## src/rtl/mem_access_ctrl_if.sv

```systemverilog
// mem_access_ctrl_if: CPU request/response and data-RAM bus between the datapath and mem_access_ctrl
interface mem_access_ctrl_if #(parameter int ADDR_W = 32);
  logic req, we, sign, busy, done, err, mem_rd, mem_wr;
  logic [1:0] size;
  logic [ADDR_W-1:0] addr, mem_addr;
  logic [31:0] wdata, rdata, mem_wdata, mem_rdata;
  modport master (
    output req, we, size, sign, addr, wdata, mem_rdata,
    input  busy, done, err, rdata, mem_addr, mem_wdata, mem_rd, mem_wr
  );
  modport slave (
    input  req, we, size, sign, addr, wdata, mem_rdata,
    output busy, done, err, rdata, mem_addr, mem_wdata, mem_rd, mem_wr
  );
endinterface

```

## src/rtl/mem_access_ctrl.sv

```systemverilog
// mem_access_ctrl: turns one byte/half/word load or store into timed RAM strobes (RMW for sub-word stores).
// Define MEM_ACC_SIGNEXT_EN to honour sign on sub-word loads; otherwise they always zero-extend.
module mem_access_ctrl #(parameter int ADDR_W = 32) (
  input logic clk,
  input logic rst_n,
  mem_access_ctrl_if.slave bus
);
  typedef enum logic [2:0] {IDLE, RD, WR, WHOLD, DONE} state_t;
  state_t state, next;
  logic we_q, ext, accept, bad;
  logic [1:0] size_q, lo_q;
  logic [7:0] b;
  logic [15:0] h;
  logic [31:0] wdata_q, merged, loaded;
  assign accept = state == IDLE && bus.req;
  assign bad = bus.size == 2'b11 || (bus.size == 2'b01 && bus.addr[0]) ||
               (bus.size == 2'b10 && bus.addr[1:0] != 2'b00);
`ifdef MEM_ACC_SIGNEXT_EN
  logic sign_q;
  always_ff @(posedge clk or negedge rst_n)
    if (!rst_n) sign_q <= 1'b0;
    else if (accept) sign_q <= bus.sign;
  assign ext = sign_q;
`else
  assign ext = 1'b0;
`endif
  assign b = bus.mem_rdata[{lo_q, 3'b000} +: 8];
  assign h = bus.mem_rdata[{lo_q[1], 4'b0000} +: 16];
  assign loaded = size_q == 2'b00 ? {{24{ext & b[7]}}, b} :
                  size_q == 2'b01 ? {{16{ext & h[15]}}, h} : bus.mem_rdata;
  always_comb begin
    merged = bus.mem_rdata;
    if (size_q == 2'b00) merged[{lo_q, 3'b000} +: 8] = wdata_q[7:0];
    else merged[{lo_q[1], 4'b0000} +: 16] = wdata_q[15:0];
  end
  always_comb begin
    next = state;
    case (state)
      IDLE:    next = !bus.req ? IDLE : bad ? DONE : (bus.we && bus.size == 2'b10) ? WR : RD;
      RD:      next = we_q ? WR : DONE;
      WR:      next = WHOLD;
      WHOLD:   next = DONE;
      default: next = IDLE;
    endcase
  end
  always_ff @(posedge clk or negedge rst_n)
    if (!rst_n) state <= IDLE;
    else state <= next;
  // Strobes are registered from the next state so they line up exactly with the state they belong to.
  always_ff @(posedge clk or negedge rst_n)
    if (!rst_n) begin
      bus.busy <= 1'b0;
      bus.done <= 1'b0;
      bus.err <= 1'b0;
      bus.mem_rd <= 1'b0;
      bus.mem_wr <= 1'b0;
      bus.rdata <= '0;
      bus.mem_addr <= '0;
      bus.mem_wdata <= '0;
      we_q <= 1'b0;
      size_q <= 2'b00;
      lo_q <= 2'b00;
      wdata_q <= '0;
    end else begin
      bus.busy <= next != IDLE;
      bus.done <= next == DONE;
      bus.mem_rd <= next == RD;
      bus.mem_wr <= next == WR;
      bus.err <= accept && bad;
      if (accept) begin
        we_q <= bus.we;
        size_q <= bus.size;
        lo_q <= bus.addr[1:0];
        wdata_q <= bus.wdata;
        bus.mem_addr <= {bus.addr[ADDR_W-1:2], 2'b00};
        if (bad) bus.rdata <= '0;
        else if (bus.we && bus.size == 2'b10) bus.mem_wdata <= bus.wdata;
      end
      if (state == RD) begin
        if (we_q) bus.mem_wdata <= merged;
        else bus.rdata <= loaded;
      end
    end
endmodule

```

## src/flat_wrapper.sv

```systemverilog
// flat-port wrapper written by rule: the top's interface ports become plain ports
module mem_access_ctrl_flat 
#(parameter int ADDR_W = 32)
  (clk, rst_n, bus_req, bus_we, bus_size, bus_sign, bus_addr, bus_wdata, bus_mem_rdata, bus_busy, bus_done, bus_err, bus_rdata, bus_mem_addr, bus_mem_wdata, bus_mem_rd, bus_mem_wr);
  mem_access_ctrl_if #(.ADDR_W(ADDR_W)) bus_i ();
  input logic clk;
  input logic rst_n;
  input wire logic [$bits(bus_i.req)-1:0] bus_req;
  input wire logic [$bits(bus_i.we)-1:0] bus_we;
  input wire logic [$bits(bus_i.size)-1:0] bus_size;
  input wire logic [$bits(bus_i.sign)-1:0] bus_sign;
  input wire logic [$bits(bus_i.addr)-1:0] bus_addr;
  input wire logic [$bits(bus_i.wdata)-1:0] bus_wdata;
  input wire logic [$bits(bus_i.mem_rdata)-1:0] bus_mem_rdata;
  output wire logic [$bits(bus_i.busy)-1:0] bus_busy;
  output wire logic [$bits(bus_i.done)-1:0] bus_done;
  output wire logic [$bits(bus_i.err)-1:0] bus_err;
  output wire logic [$bits(bus_i.rdata)-1:0] bus_rdata;
  output wire logic [$bits(bus_i.mem_addr)-1:0] bus_mem_addr;
  output wire logic [$bits(bus_i.mem_wdata)-1:0] bus_mem_wdata;
  output wire logic [$bits(bus_i.mem_rd)-1:0] bus_mem_rd;
  output wire logic [$bits(bus_i.mem_wr)-1:0] bus_mem_wr;
  assign bus_i.req = bus_req;
  assign bus_i.we = bus_we;
  assign bus_i.size = bus_size;
  assign bus_i.sign = bus_sign;
  assign bus_i.addr = bus_addr;
  assign bus_i.wdata = bus_wdata;
  assign bus_i.mem_rdata = bus_mem_rdata;
  assign bus_busy = bus_i.busy;
  assign bus_done = bus_i.done;
  assign bus_err = bus_i.err;
  assign bus_rdata = bus_i.rdata;
  assign bus_mem_addr = bus_i.mem_addr;
  assign bus_mem_wdata = bus_i.mem_wdata;
  assign bus_mem_rd = bus_i.mem_rd;
  assign bus_mem_wr = bus_i.mem_wr;
  mem_access_ctrl #(.ADDR_W(ADDR_W)) u_core (.clk(clk), .rst_n(rst_n), .bus(bus_i));
endmodule
```

## config.mk

```make
export PLATFORM = sky130hd
export DESIGN_NAME = mem_access_ctrl_flat
export DESIGN_NICKNAME = d
export VERILOG_FILES = /design/src/rtl/mem_access_ctrl_if.sv /design/src/rtl/mem_access_ctrl.sv /design/src/flat_wrapper.sv
export SDC_FILE = /design/constraint.sdc
export NUM_CORES = 1
export LEC_CHECK = 0
export CAP_MARGIN = 25
export CORE_MARGIN = 5
export CORE_UTILIZATION = 41
export CTS_CLUSTER_SIZE = 30
export DETAILED_ROUTE_END_ITERATION = 6
export GPL_TIMING_DRIVEN = 0
export PLACE_DENSITY = 0.76
export SLEW_MARGIN = 20
export SYNTH_ARGS = -nofsm -noshare
export SYNTH_HDL_FRONTEND = slang
export SYNTH_SLANG_ARGS = --single-unit
```

## constraint.sdc

```tcl
create_clock -name clk -period 2.1 [get_ports clk]
set_input_delay 0.42 -clock clk [delete_from_list [all_inputs] [get_ports clk]]
set_output_delay 0.42 -clock clk [all_outputs]
set_load 0.1 [all_outputs]
```

# == Word-level counts from Yosys, hierarchy flattened ==
# Index checks and enable logic that the tools add are counted.
# op_classes
n_addsub,2
n_mul,0
div,0
magnitude_cmp,0
n_eq_ne,10
n_shift,6
n_mux,19
bitwise_logic,0
n_reduce_logical,11
# op_table
cell,count
two-way mux 32 bit,12
bitwise mux 32 bit,2
"variable shift 16 x 7 -> 32 bit, first input constant",1
"variable shift 8 x 7 -> 32 bit, first input constant",1
variable part select 16 x 7 -> 32 bit,1
variable part select 32 x 6 -> 16 bit,1
variable part select 32 x 6 -> 8 bit,1
variable part select 8 x 7 -> 32 bit,1
negator 5 -> 7 bit,2
case mux 3 bit (4 select lines),1
"== test 3 x 2 -> 1 bit, second input constant",3
two-way mux 3 bit,3
"== test 3 x 1 -> 1 bit, second input constant",2
logical AND 1 bit,5
"== test 2 x 1 -> 1 bit, second input constant",2
"== test 2 bit, second input constant",2
"== test 3 bit, second input constant",1
zero test 3 bit,1
nonzero test 3 bit,1
zero test 2 bit,1
logical OR 1 bit,2
two-way mux 2 bit,1
nonzero test 2 bit,1
# word_totals
regBits,123
latchBits,0
mem_bits_rw,0
romBits,0
out_inout_bits,101
n_memories,0

# == Logic depth before layout (Yosys ltp) ==
# Gate-level depths: netlist of the first run.
# logic_depth
ltp_word,8
mapped_depth,8

# == Worst setup path after synthesis of the first run ==
# No wires, ideal clock.
# synth_timing
kind,flip-flop to flip-flop
start,register u_core.lo_q[0]
end,register u_core.bus.mem_wdata[10]
t_arrival_ns,1.905
slack_ns,0.054
path_stages_with_launch,9
path_buffers,2
period_less_slack_ns,2.046
path_cell_list,dfrtp_1 > buf_2 > inv_1 > ha_1 > and4b_1 > clkbuf_1 > a221o_1 > a21oi_1 > a31oi_1
# synth_between
elab_chain_len,6
elab_cells_between_ends,7
classes_between,add/sub: 1; shift: 2; mux: 4
# synth_rtl
item,line_no,source
"start, declared",mem_access_ctrl.sv:11,"logic [1:0] size_q, lo_q;"
"start signal, assigned",mem_access_ctrl.sv:73,lo_q <= bus.addr[1:0];
negator 5 -> 7 bit *,mem_access_ctrl.sv:33,"if (size_q == 2'b00) merged[{lo_q, 3'b000} +: 8] = wdata_q[7:0];"
variable part select 8 x 7 -> 32 bit or variable shift 8 x 7 -> 32 bit (tied branches),mem_access_ctrl.sv:33,
bitwise mux 32 bit *,mem_access_ctrl.sv:33,
two-way mux 32 bit *,mem_access_ctrl.sv:33,
two-way mux 32 bit *,mem_access_ctrl.sv:80,if (we_q) bus.mem_wdata <= merged;
two-way mux 32 bit *,mem_access_ctrl.sv:79,if (state == RD) begin
"end signal, assigned",mem_access_ctrl.sv:77,else if (bus.we && bus.size == 2'b10) bus.mem_wdata <= bus.wdata;
"end signal, assigned",mem_access_ctrl.sv:80,
"end, declared",mem_access_ctrl_if.sv:13,"output busy, done, err, rdata, mem_addr, mem_wdata, mem_rd, mem_wr"
# Every way passes the cells marked *; elsewhere a longest branch is shown, timed or not.
# A chain may end at the register's enable or synchronous reset.

# == Final worst setup path of the first run ==
# layout_timing
start,register u_core.bus.rdata[0]
end,output bus_rdata[0]
# layout_lines
item,line_no,source
"start, declared",mem_access_ctrl_if.sv:13,
"start signal, assigned",mem_access_ctrl.sv:81,else bus.rdata <= loaded;
"end, declared",flat_wrapper.sv:18,output wire logic [$bits(bus_i.rdata)-1:0] bus_rdata;
# No word-level cell between the ends.

==> impl_results.md, run 1 <==
- Final net count: 848
- Critical Path Start Type: flop
- R2R setup slack: 0.09 ns
- Worst-path clk slew: 0.05 ns
- Top_reg_cell synth: dfrtp_1
- DR vias/cell: 5.66
- Core area: 0.0140 mm²
- Met1 usage: 31.4%
- Max-slew violations: 0
- Initial Util: 42.0%
- RR Endpoint: u_core.bus.mem_wdata[8]
- WL final: 20000 µm
- Distinct cells, synth: 40
- Share of the clock period used by the worst path: 98.3%
- WP data required: 1.68 ns
- Skew final: 0.00679 ns
- Final instance count without filler cells: 933
- Vias in the first global route: 5414
- Met2 Usage GRT: 37.4%
- Most frequent cells in the layout: dfrtp_1 (123), nand2_1 (105), clkdlybuf4s50_1 (100)
- CTS tree: done
- Area of the mapped netlist: 0.00588 mm²
- RR Startpoint: u_core.lo_q[1]
- RSZ-0062 raised after global routing: yes
- Asr flop ratio synth: 100%
- Buf/Inv on CP: 1
- Clock H-tree levels: 4
- I/O pins: 204
- Most common cell after layout, fill and taps aside: dfrtp_1
- Total grt overflow: 0
- Slew @ Worst Pin: 0.992 ns
- Clock Sinks: 123
- Longest Clk Path Bufs: 2
- Vias post-DR: 5282
- Largest net degree at the start of global routing: 65
- TritonCTS buffer count: 17
- Die Footprint: 0.0168 mm²
- Cells after DPL: 897
- CP Depth: 1
- CP max FO: 2
- Crit. End Element: output port
- Crit. Startpoint: u_core.bus.rdata[0]
- Yosys warning total: 0
- Die width: 130 µm
- Post-synth EDFFs: 0
- Max-Cap Viols: 0
- Initial DRC count: 305
- Largest stage delay, worst path: 0.86 ns
- Yosys reg bits: 123
- Synthesized area per cell: 11.4 µm²
- DRC viols: 0
- Share of layout cells above drive strength 1: 18.5%
- Wire per inst: 21.4 µm
- Fin. Hold Viols: 0
- Setup violators final: 0
- Worst Hold Launch: u_core.bus.rdata[27]
- Number of I/O port buffers: 200
- Filler Cell Count: 1173
- Crit-path slowest cell: dlygate4sd2_1
- Final GP Congestion: 0.907
- R2R depth: 7
- Crit path DAT: 1.64 ns
- Initial antenna violation count: 0
- Crit path kind: flop to output port
- 1st-pass router iterations: 5
- Max Clk Rate: 0.484 GHz
- Num rows: 43
- Slew HR: 34.1%
- Status: finished, final reports clean
- CTS Root Cell: clkbuf_16
- Antenna viol nets, final: 0
- Cell family with most CP delay: buffers and inverters
- Die span in y: 130 µm
- ANT cells: 0
- First-pass GRT wire length: 30600 µm
- Overall Global Routing Usage: 24.1%
- Dpl hpwl: 15300 µm
- Fin crit period: 2.06 ns
- Met3 Use GR: 8.72%
- Cells after synthesis: 515
- Hold Path Class: flop to flop
- GR peak layer: met2
- Cell Chain, Critical Path: dlygate4sd2_1
- Area grow syn2layout: 50.1%
- Clk_lat worst skew: 0.42 ns
- Worst Setup EP: bus_rdata[0]
- Seq/Total Area, Yosys: 52.3%
-- timing repair --
item                       CTS  global route
hold buffers                 1             0
buffers inserted             4             1
hold endpoints to repair    29             0
pin swaps                    2             3
setup endpoints to repair  134            95
gates resized for setup    113            77
-- synth_stat cells (4+ instances only) --
library cell,number,share of area [%]
o2bb2ai_1,8,1.2
a22o_1,16,2.4
buf_2,16,1.4
a21oi_1,27,2.3
ha_1,5,1.1
a221oi_1,16,2.4
o21ai_0,4,0.34
inv_1,5,0.32
mux2_2,49,9.4
mux2i_1,25,4.3
nand2_1,105,6.7
a31oi_1,32,3.4
dfrtp_1,123,52
clkbuf_1,19,1.2
nor2_1,4,0.26
a221o_1,24,4.1
mux4_2,8,3.1
-- cell families (layout without fill, tap and decap cells) --
kind of cell / count (synthesis) / after routing / synth area share [%]
and+or+nand+nor: 127 / 127 / 9.43
muxes: 82 / 82 / 16.7
other: 1 / 2 / 0.0638
buffers and inverters: 46 / 283 / 3.55
adders and majority gates: 5 / 5 / 1.06
AOI/OAI and AO/OA: 131 / 131 / 16.9
DFF: 123 / 123 / 52.3
-- state kept, by name, summed over array words and instances, names as in the netlist --
register	flops
u_core.bus.mem_wdata	32
u_core.bus.rdata	32
u_core.bus.mem_addr	30
u_core.wdata_q	16
u_core.state	3
u_core.lo_q	2
u_core.size_q	2
u_core.bus.busy	1
u_core.bus.done	1
u_core.bus.err	1
u_core.bus.mem_rd	1
u_core.bus.mem_wr	1
u_core.we_q	1
-- how the worst min path moves through the flow --
stage,slack (ns),cells past startpoint,endpoint
2_1_floorplan,0.12,0,u_core.bus.busy
3_3_place_gp,0.48,1,u_core.bus.rdata[12]
3_5_place_dp,0.43,1,u_core.bus.mem_addr[4]
4_1_cts,0.50,1,u_core.bus.rdata[12]
5_1_grt,0.51,1,u_core.bus.rdata[29]
6_report,0.50,1,u_core.bus.rdata[27]
-- final cells by class --
type | count | area (µm²) | area share [%]
clock buffers | 25 | 495 | 5.61
repair buffers | 207 | 2000 | 22.6
clock inverters | 7 | 87.6 | 0.992
flip-flops and latches | 123 | 3080 | 34.9
multi-input cells | 347 | 2700 | 30.6
well taps | 180 | 225 | 2.55
plain buffers | 39 | 213 | 2.41
inverters | 5 | 26.3 | 0.298
-- metrics by stage --
stage,setup WS (ns),setup TNS (ns),utilization [%],hold slack [ns],instance area [µm²]
2_1_floorplan,0.0542,0,-,0.124,5880
3_3_place_gp,-3.95,-519.24,58.0,0.479,8110
3_5_place_dp,-0.631,-33.87,58.2,0.426,8140
4_1_cts,0.000758,0,62.2,0.500,8700
5_1_grt,-0.00992,-0.0328,63.1,0.509,8830
6_report,0.0351,0,63.1,0.498,8830
-- per-layer routing --
layer / routed length, µm / vias to the layer above
li1: - / 2377
met1: 8240 / 2625
met2: 9420 / 238
met3: 1850 / 42
met4: 496 / 0
met5: 0 / -
Power of run 1 is left out: the tool's default activity adds up to more than one toggle a clock period on the data nets, which glitch-free logic cannot reach.
==> run 2: changes to the inputs <==
--- a/config.mk
+++ b/config.mk
@@ -6,7 +6,6 @@
 export NUM_CORES = 1
 export LEC_CHECK = 0
 export CAP_MARGIN = 25
-export CORE_MARGIN = 5
 export CORE_UTILIZATION = 41
 export CTS_CLUSTER_SIZE = 30
 export DETAILED_ROUTE_END_ITERATION = 6
==> run 2 against run 1 <==
The run now ends with negative setup slack left. Die area is 12% lower. Sequential share of layout area is 0.28 points lower. Critical path depth is 6 higher. Utilization is 0.76 points higher. Via count is 1.1% higher. Clock skew is 0.0012 ns higher. Register-to-register slack worse by 0.10 ns. Cell area is 0.82% higher. Critical path type is now flop to flop. Sequential cell count stayed put. Final cell count is 0.43% higher. Setup slack worse by 0.049 ns. Non-clock buffer count is 4 higher.
==> impl_results.md, run 2 (synthesis results as in run 1) <==
- Failing checks: negative setup slack
- Clock Sinks: 123 (unchanged)
- Worst-path clk slew: 0.06 ns (about the same)
- Hold Path Class: flop to flop
- Area grow syn2layout: 51.4%
- Final GP Congestion: 0.855 (-5.7%)
- WP data required: 2.43 ns (+0.75 ns)
- Post-route setup slack: -0.0140 ns (-0.0491 ns)
- Antenna viol nets, final: 0 (unchanged)
- Max-Cap Viols: 0 (unchanged)
- Slew HR: 33.0% (-1.1 points)
- Crit path DAT: 2.45 ns (+0.81 ns)
- Slew @ Worst Pin: 1.01 ns (+0.0162 ns)
- Cells after DPL: 897 (unchanged)
- Most common cell after layout, fill and taps aside: dfrtp_1
- Status: complete, but fails checks
- Fin crit period: 2.11 ns (+0.0491 ns)
- Worst Hold Launch: u_core.bus.rdata[9]
- Longest Clk Path Bufs: 2 (unchanged)
- Crit. End Element: flop
- Num rows: 43 (unchanged)
- 1st-pass router iterations: 5 (unchanged)
- Max Clk Rate: 0.473 GHz (-2.3%)
- Number of I/O port buffers: 200 (unchanged)
- Clk_lat worst skew: 0.43 ns (about the same)
- WL final: 19700 µm (-1.4%)
- Initial antenna violation count: 0 (unchanged)
- Overall Global Routing Usage: 27.9% (+3.8 points)
- Setup violators final: 2 (+2)
- Skew final: 0.00800 ns (+0.00121 ns)
- Largest net degree at the start of global routing: 68 (+4.6%)
- RR Startpoint: u_core.lo_q[1]
- DRC viols: 0 (unchanged)
- Die span in y: 122 µm (-6.2%)
- Critical Path Start Type: flop
- Most frequent cells in the layout: dfrtp_1 (123), nand2_1 (105), clkdlybuf4s50_1 (100)
- Die Footprint: 0.0148 mm² (-12%)
- Vias in the first global route: 5708 (+5.4%)
- Met2 routed WL: 9310 µm (-1.1%)
- ANT cells: 0 (unchanged)
- DR vias/cell: 5.70 (+0.67%)
- Filler Cell Count: 1130 (-3.7%)
- Total grt overflow: 0 (unchanged)
- M1 WL: 8030 µm (-2.6%)
- Core area: 0.0139 mm² (-0.38%)
- Wire per inst: 21.0 µm (-1.9%)
- Final net count: 852 (+0.47%)
- CP max FO: 8 (+6)
- RSZ-0062 raised after global routing: yes
- Top Registers: u_core.bus.mem_wdata (32), u_core.bus.rdata (32), u_core.bus.mem_addr (30)
- Worst hold slack: 0.491 ns (-0.00694 ns)
- I/O pins: 204 (unchanged)
- Crit path kind: flop to flop
- Final instance count without filler cells: 937 (+0.43%)
- Top layer in use: met4
- Fin. Hold Viols: 0 (unchanged)
- CTS Root Cell: clkbuf_16
- Share of the clock period used by the worst path: 101% (+2.3 points)
- Die width: 122 µm (-6.2%)
- TritonCTS buffer count: 17 (unchanged)
- Dpl hpwl: 14700 µm (-3.8%)
- Initial Util: 42.2% (+0.16 points)
- Share of layout cells above drive strength 1: 19.6% (+1.1 points)
- Initial DRC count: 259 (-15%)
- Vias post-DR: 5340 (+1.1%)
- Clock H-tree levels: 4 (unchanged)
- CTS tree: done
- Max-slew violations: 0 (unchanged)
- First-pass GRT wire length: 30800 µm (+0.63%)
- Crit. Startpoint: u_core.lo_q[1]
- R2R setup slack: -0.01 ns (-0.10 ns)
- Met3 wire len: 1600 µm (-13%)
[run 2: changes by cell type in the layout (fill, tap and decap cells not counted), moves of 2 or more]
cell	delta
buf_4	+3
clkdlybuf4s15_1	-14
dlygate4sd2_1	+13
bufinv_16	+2
clkbuf_1	-4
clkbuf_8	-2
clkinvlp_4	+3
[run 2: cell type report]
cell class                 instances  area, µm²  share of cell area [%]
buffer                            39        216                    2.43
clock inverter                    12        170                    1.91
timing repair buffer             211       2010                    22.6
clock buffer                      20        457                    5.13
inverter                           5       26.3                   0.295
multi-input combinational        347       2720                    30.6
sequential                       123       3080                    34.6
tap                              180        225                    2.53
[run 2: worst max-delay path, stage by stage, from the launching register on]
cell and delay (ns):
dfrtp_1 0.43, buf_6 0.16, clkinvlp_4 0.17, ha_4 0.36, nand2_1 0.09, o31ai_4 0.37, a221oi_1 0.23, a31oi_1 0.21
[run 2: metal layers]
metal	vias to the layer above	global-route usage (%)
met3	47	8.43
met2	243	44.6
met5	-	0
met1	2665	34.1
met4	0	13.8
li1	2385	-
[run 2: repair_timing]
action                     4_1_cts  5_1_grt
hold endpoints to repair        56        0
pin swaps                        2        2
gates resized for setup        113       68
hold buffers                     1        0
setup endpoints to repair      134       83
setup buffers                    3        6
[run 2: through the flow]
| step | setup slack (ns) | area, µm² | utilization [%] | TNS (ns) |
|---|---|---|---|---|
| after floorplan | 0.0542 | 5880 | - | 0 |
| after CTS | -0.00847 | 8730 | 62.6 | -0.0101 |
| after global routing | -0.0934 | 8900 | 63.9 | -0.491 |
| after detailed placement | -0.601 | 8140 | 58.4 | -36.52 |
| final | -0.0140 | 8900 | 63.9 | -0.0161 |
| after global placement | -3.92 | 8110 | 58.2 | -512.41 |
[run 2: final timing paths]
check | endpoint | depth (start not counted)
min in group asynchronous | u_core.bus.mem_addr[26] | 2
worst max-delay path | u_core.bus.mem_wdata[17] | 7
max in group asynchronous | u_core.bus.rdata[20] | 3
worst max register to register | u_core.bus.mem_wdata[17] | 7
worst min register to register | u_core.bus.rdata[9] | 1
worst min-delay path | u_core.bus.rdata[9] | 1
Power of run 2 is left out for the same reason.
==> run 3: changes to the inputs <==
--- a/config.mk
+++ b/config.mk
@@ -10,7 +10,7 @@
 export CTS_CLUSTER_SIZE = 30
 export DETAILED_ROUTE_END_ITERATION = 6
 export GPL_TIMING_DRIVEN = 0
-export PLACE_DENSITY = 0.76
+export PLACE_DENSITY = 0.77
 export SLEW_MARGIN = 20
 export SYNTH_ARGS = -nofsm -noshare
 export SYNTH_HDL_FRONTEND = slang
==> run 3 against run 2 <==
The flow finishes with violations (negative hold slack). Setup slack improved by 0.038 ns. Final cell count fell by 0.43%. Clock skew rose by 0.0010 ns. Utilization fell by 0.66 points. Sequential cell count did not move. Critical path type is now flop to output port. Largest cell class unchanged. Highest routed layer unchanged.
==> impl_results.md, run 3 (synthesis results as in run 1) <==
- Status: complete, but fails checks
- Failing checks: negative hold slack
- Largest stage delay, worst path: 0.85 ns (+0.42 ns)
- Cell family with most CP delay: buffers and inverters
- Crit path DAT: 1.66 ns (-0.79 ns)
- Hold Path Class: primary input to async pin
- Fin crit period: 2.08 ns (-0.0377 ns)
- DR vias/cell: 5.82 (+2.1%)
- Largest net degree at the start of global routing: 67 (-1.5%)
- Max-slew violations: 0 (unchanged)
- Slew HR: 32.5% (-0.53 points)
- Share of the clock period used by the worst path: 98.9% (-1.8 points)
- Buf/Inv on CP: 1 (-1)
- Final net count: 850 (-0.23%)
- Filler Cell Count: 1103 (-2.4%)
- Fin. Hold Viols: 2 (+2)
- Most common cell after layout, fill and taps aside: dfrtp_1
- Longest Clk Path Bufs: 2 (unchanged)
- I/O pins: 204 (unchanged)
- Slew @ Worst Pin: 1.02 ns (+0.00797 ns)
- CTS tree: done
- First-pass GRT wire length: 31000 µm (+0.54%)
- Cell Chain, Critical Path: clkdlybuf4s15_1
- Clock Sinks: 123 (unchanged)
- Initial Util: 42.2% (unchanged)
- Number of I/O port buffers: 200 (unchanged)
- Vias post-DR: 5428 (+1.6%)
- Most frequent cells in the layout: dfrtp_1 (122), nand2_1 (105), clkdlybuf4s50_1 (100)
- Initial DRC count: 449 (+73%)
- DRC viols: 0 (unchanged)
- Vias in the first global route: 5579 (-2.3%)
- Crit. End Element: output port
- RR Startpoint: u_core.lo_q[0]
- CTS Root Cell: clkbuf_16
- Num rows: 43 (unchanged)
- Top Registers: u_core.bus.mem_wdata (32), u_core.bus.rdata (32), u_core.bus.mem_addr (30)
- Die span in y: 122 µm (unchanged)
- Crit. Startpoint: u_core.bus.mem_wdata[31]
- Total grt overflow: 0 (unchanged)
- Critical Path Start Type: flop
- Share of layout cells above drive strength 1: 18.9% (-0.69 points)
- Area grow syn2layout: 49.8%
- CP max FO: 2 (-6)
- Wire per inst: 21.4 µm (+1.9%)
- Crit path kind: flop to output port
- TritonCTS buffer count: 17 (unchanged)
- WL final: 20000 µm (+1.4%)
- Die Footprint: 0.0148 mm² (unchanged)
- Setup violators final: 0 (-2)
- Final GP Congestion: 0.872 (+2.0%)
- Worst hold slack: -0.0143 ns (-0.505 ns)
- ANT cells: 0 (unchanged)
- Crit-path slowest cell: clkdlybuf4s15_1
- Die width: 122 µm (unchanged)
- Post-Route Setup TNS: 0 ns (+0.0161 ns)
- 1st-pass router iterations: 6 (+1)
- Core area: 0.0139 mm² (unchanged)
- Fin util: 63.2% (-0.66 points)
- Skew final: 0.00904 ns (+0.00104 ns)
- WP data required: 1.68 ns (-0.75 ns)
- Initial antenna violation count: 0 (unchanged)
- Max Clk Rate: 0.482 GHz (+1.8%)
- Antenna viol nets, final: 0 (unchanged)
- Clk_lat worst skew: 0.42 ns (about the same)
- Dpl hpwl: 14800 µm (+0.69%)
- Overall Global Routing Usage: 28.2% (+0.35 points)
- Max-Cap Viols: 0 (unchanged)
- Worst-path clk slew: 0.06 ns (about the same)
- Clock H-tree levels: 4 (unchanged)
run 3: what timing repair did:
action / 4_1_cts / 5_1_grt
buffers inserted: 3 / 5
hold buffers: 0 / 0
pin swaps: 1 / 2
endpoints found under the setup margin: 134 / 88
hold endpoints to repair: 0 / 0
gates resized for setup: 114 / 59
run 3: cell type report:
| type | instances | area [µm²] | share of cell area, % |
|---|---|---|---|
| multi-input cells | 347 | 2700 | 30.6 |
| plain buffers | 39 | 216 | 2.46 |
| well taps | 180 | 225 | 2.56 |
| flip-flops and latches | 123 | 3080 | 35.0 |
| repair buffers | 209 | 1990 | 22.6 |
| clock inverters | 8 | 92.6 | 1.05 |
| inverters | 5 | 25.0 | 0.284 |
| clock buffers | 22 | 484 | 5.50 |
run 3: routing by layer:
metal,part of all wire [%],vias to the layer above,GRT usage (%)
li1,-,2382,-
met3,7.5,48,7.96
met1,41,2719,35.5
met2,48,279,45.8
met4,3.5,0,11.2
met5,0,-,0
run 3: final timing paths:
path                                                  to  slack (ns)  depth (start not counted)
worst max-delay path                   bus_mem_wdata[31]        0.02                          1
worst min-delay path              u_core.bus.mem_addr[5]       -0.01                          1
worst max register to register  u_core.bus.mem_wdata[17]        0.08                          7
worst min register to register      u_core.bus.rdata[12]        0.48                          1
max in group asynchronous           u_core.bus.rdata[18]        1.41                          2
min in group clk                    u_core.bus.rdata[12]        0.48                          1
run 3: metrics by stage:
step           setup slack, ns  hold slack, ns  cells  area [µm²]
3_5_place_dp            -0.605           0.450    897        8140
3_3_place_gp             -4.01           0.472    896        8110
2_1_floorplan           0.0542           0.124    516        5880
4_1_cts               0.000130         0.00694    929        8680
5_1_grt               -0.00999          0.0335    933        8810
6_report                0.0238         -0.0143    933        8810
Power of run 3 is left out for the same reason.
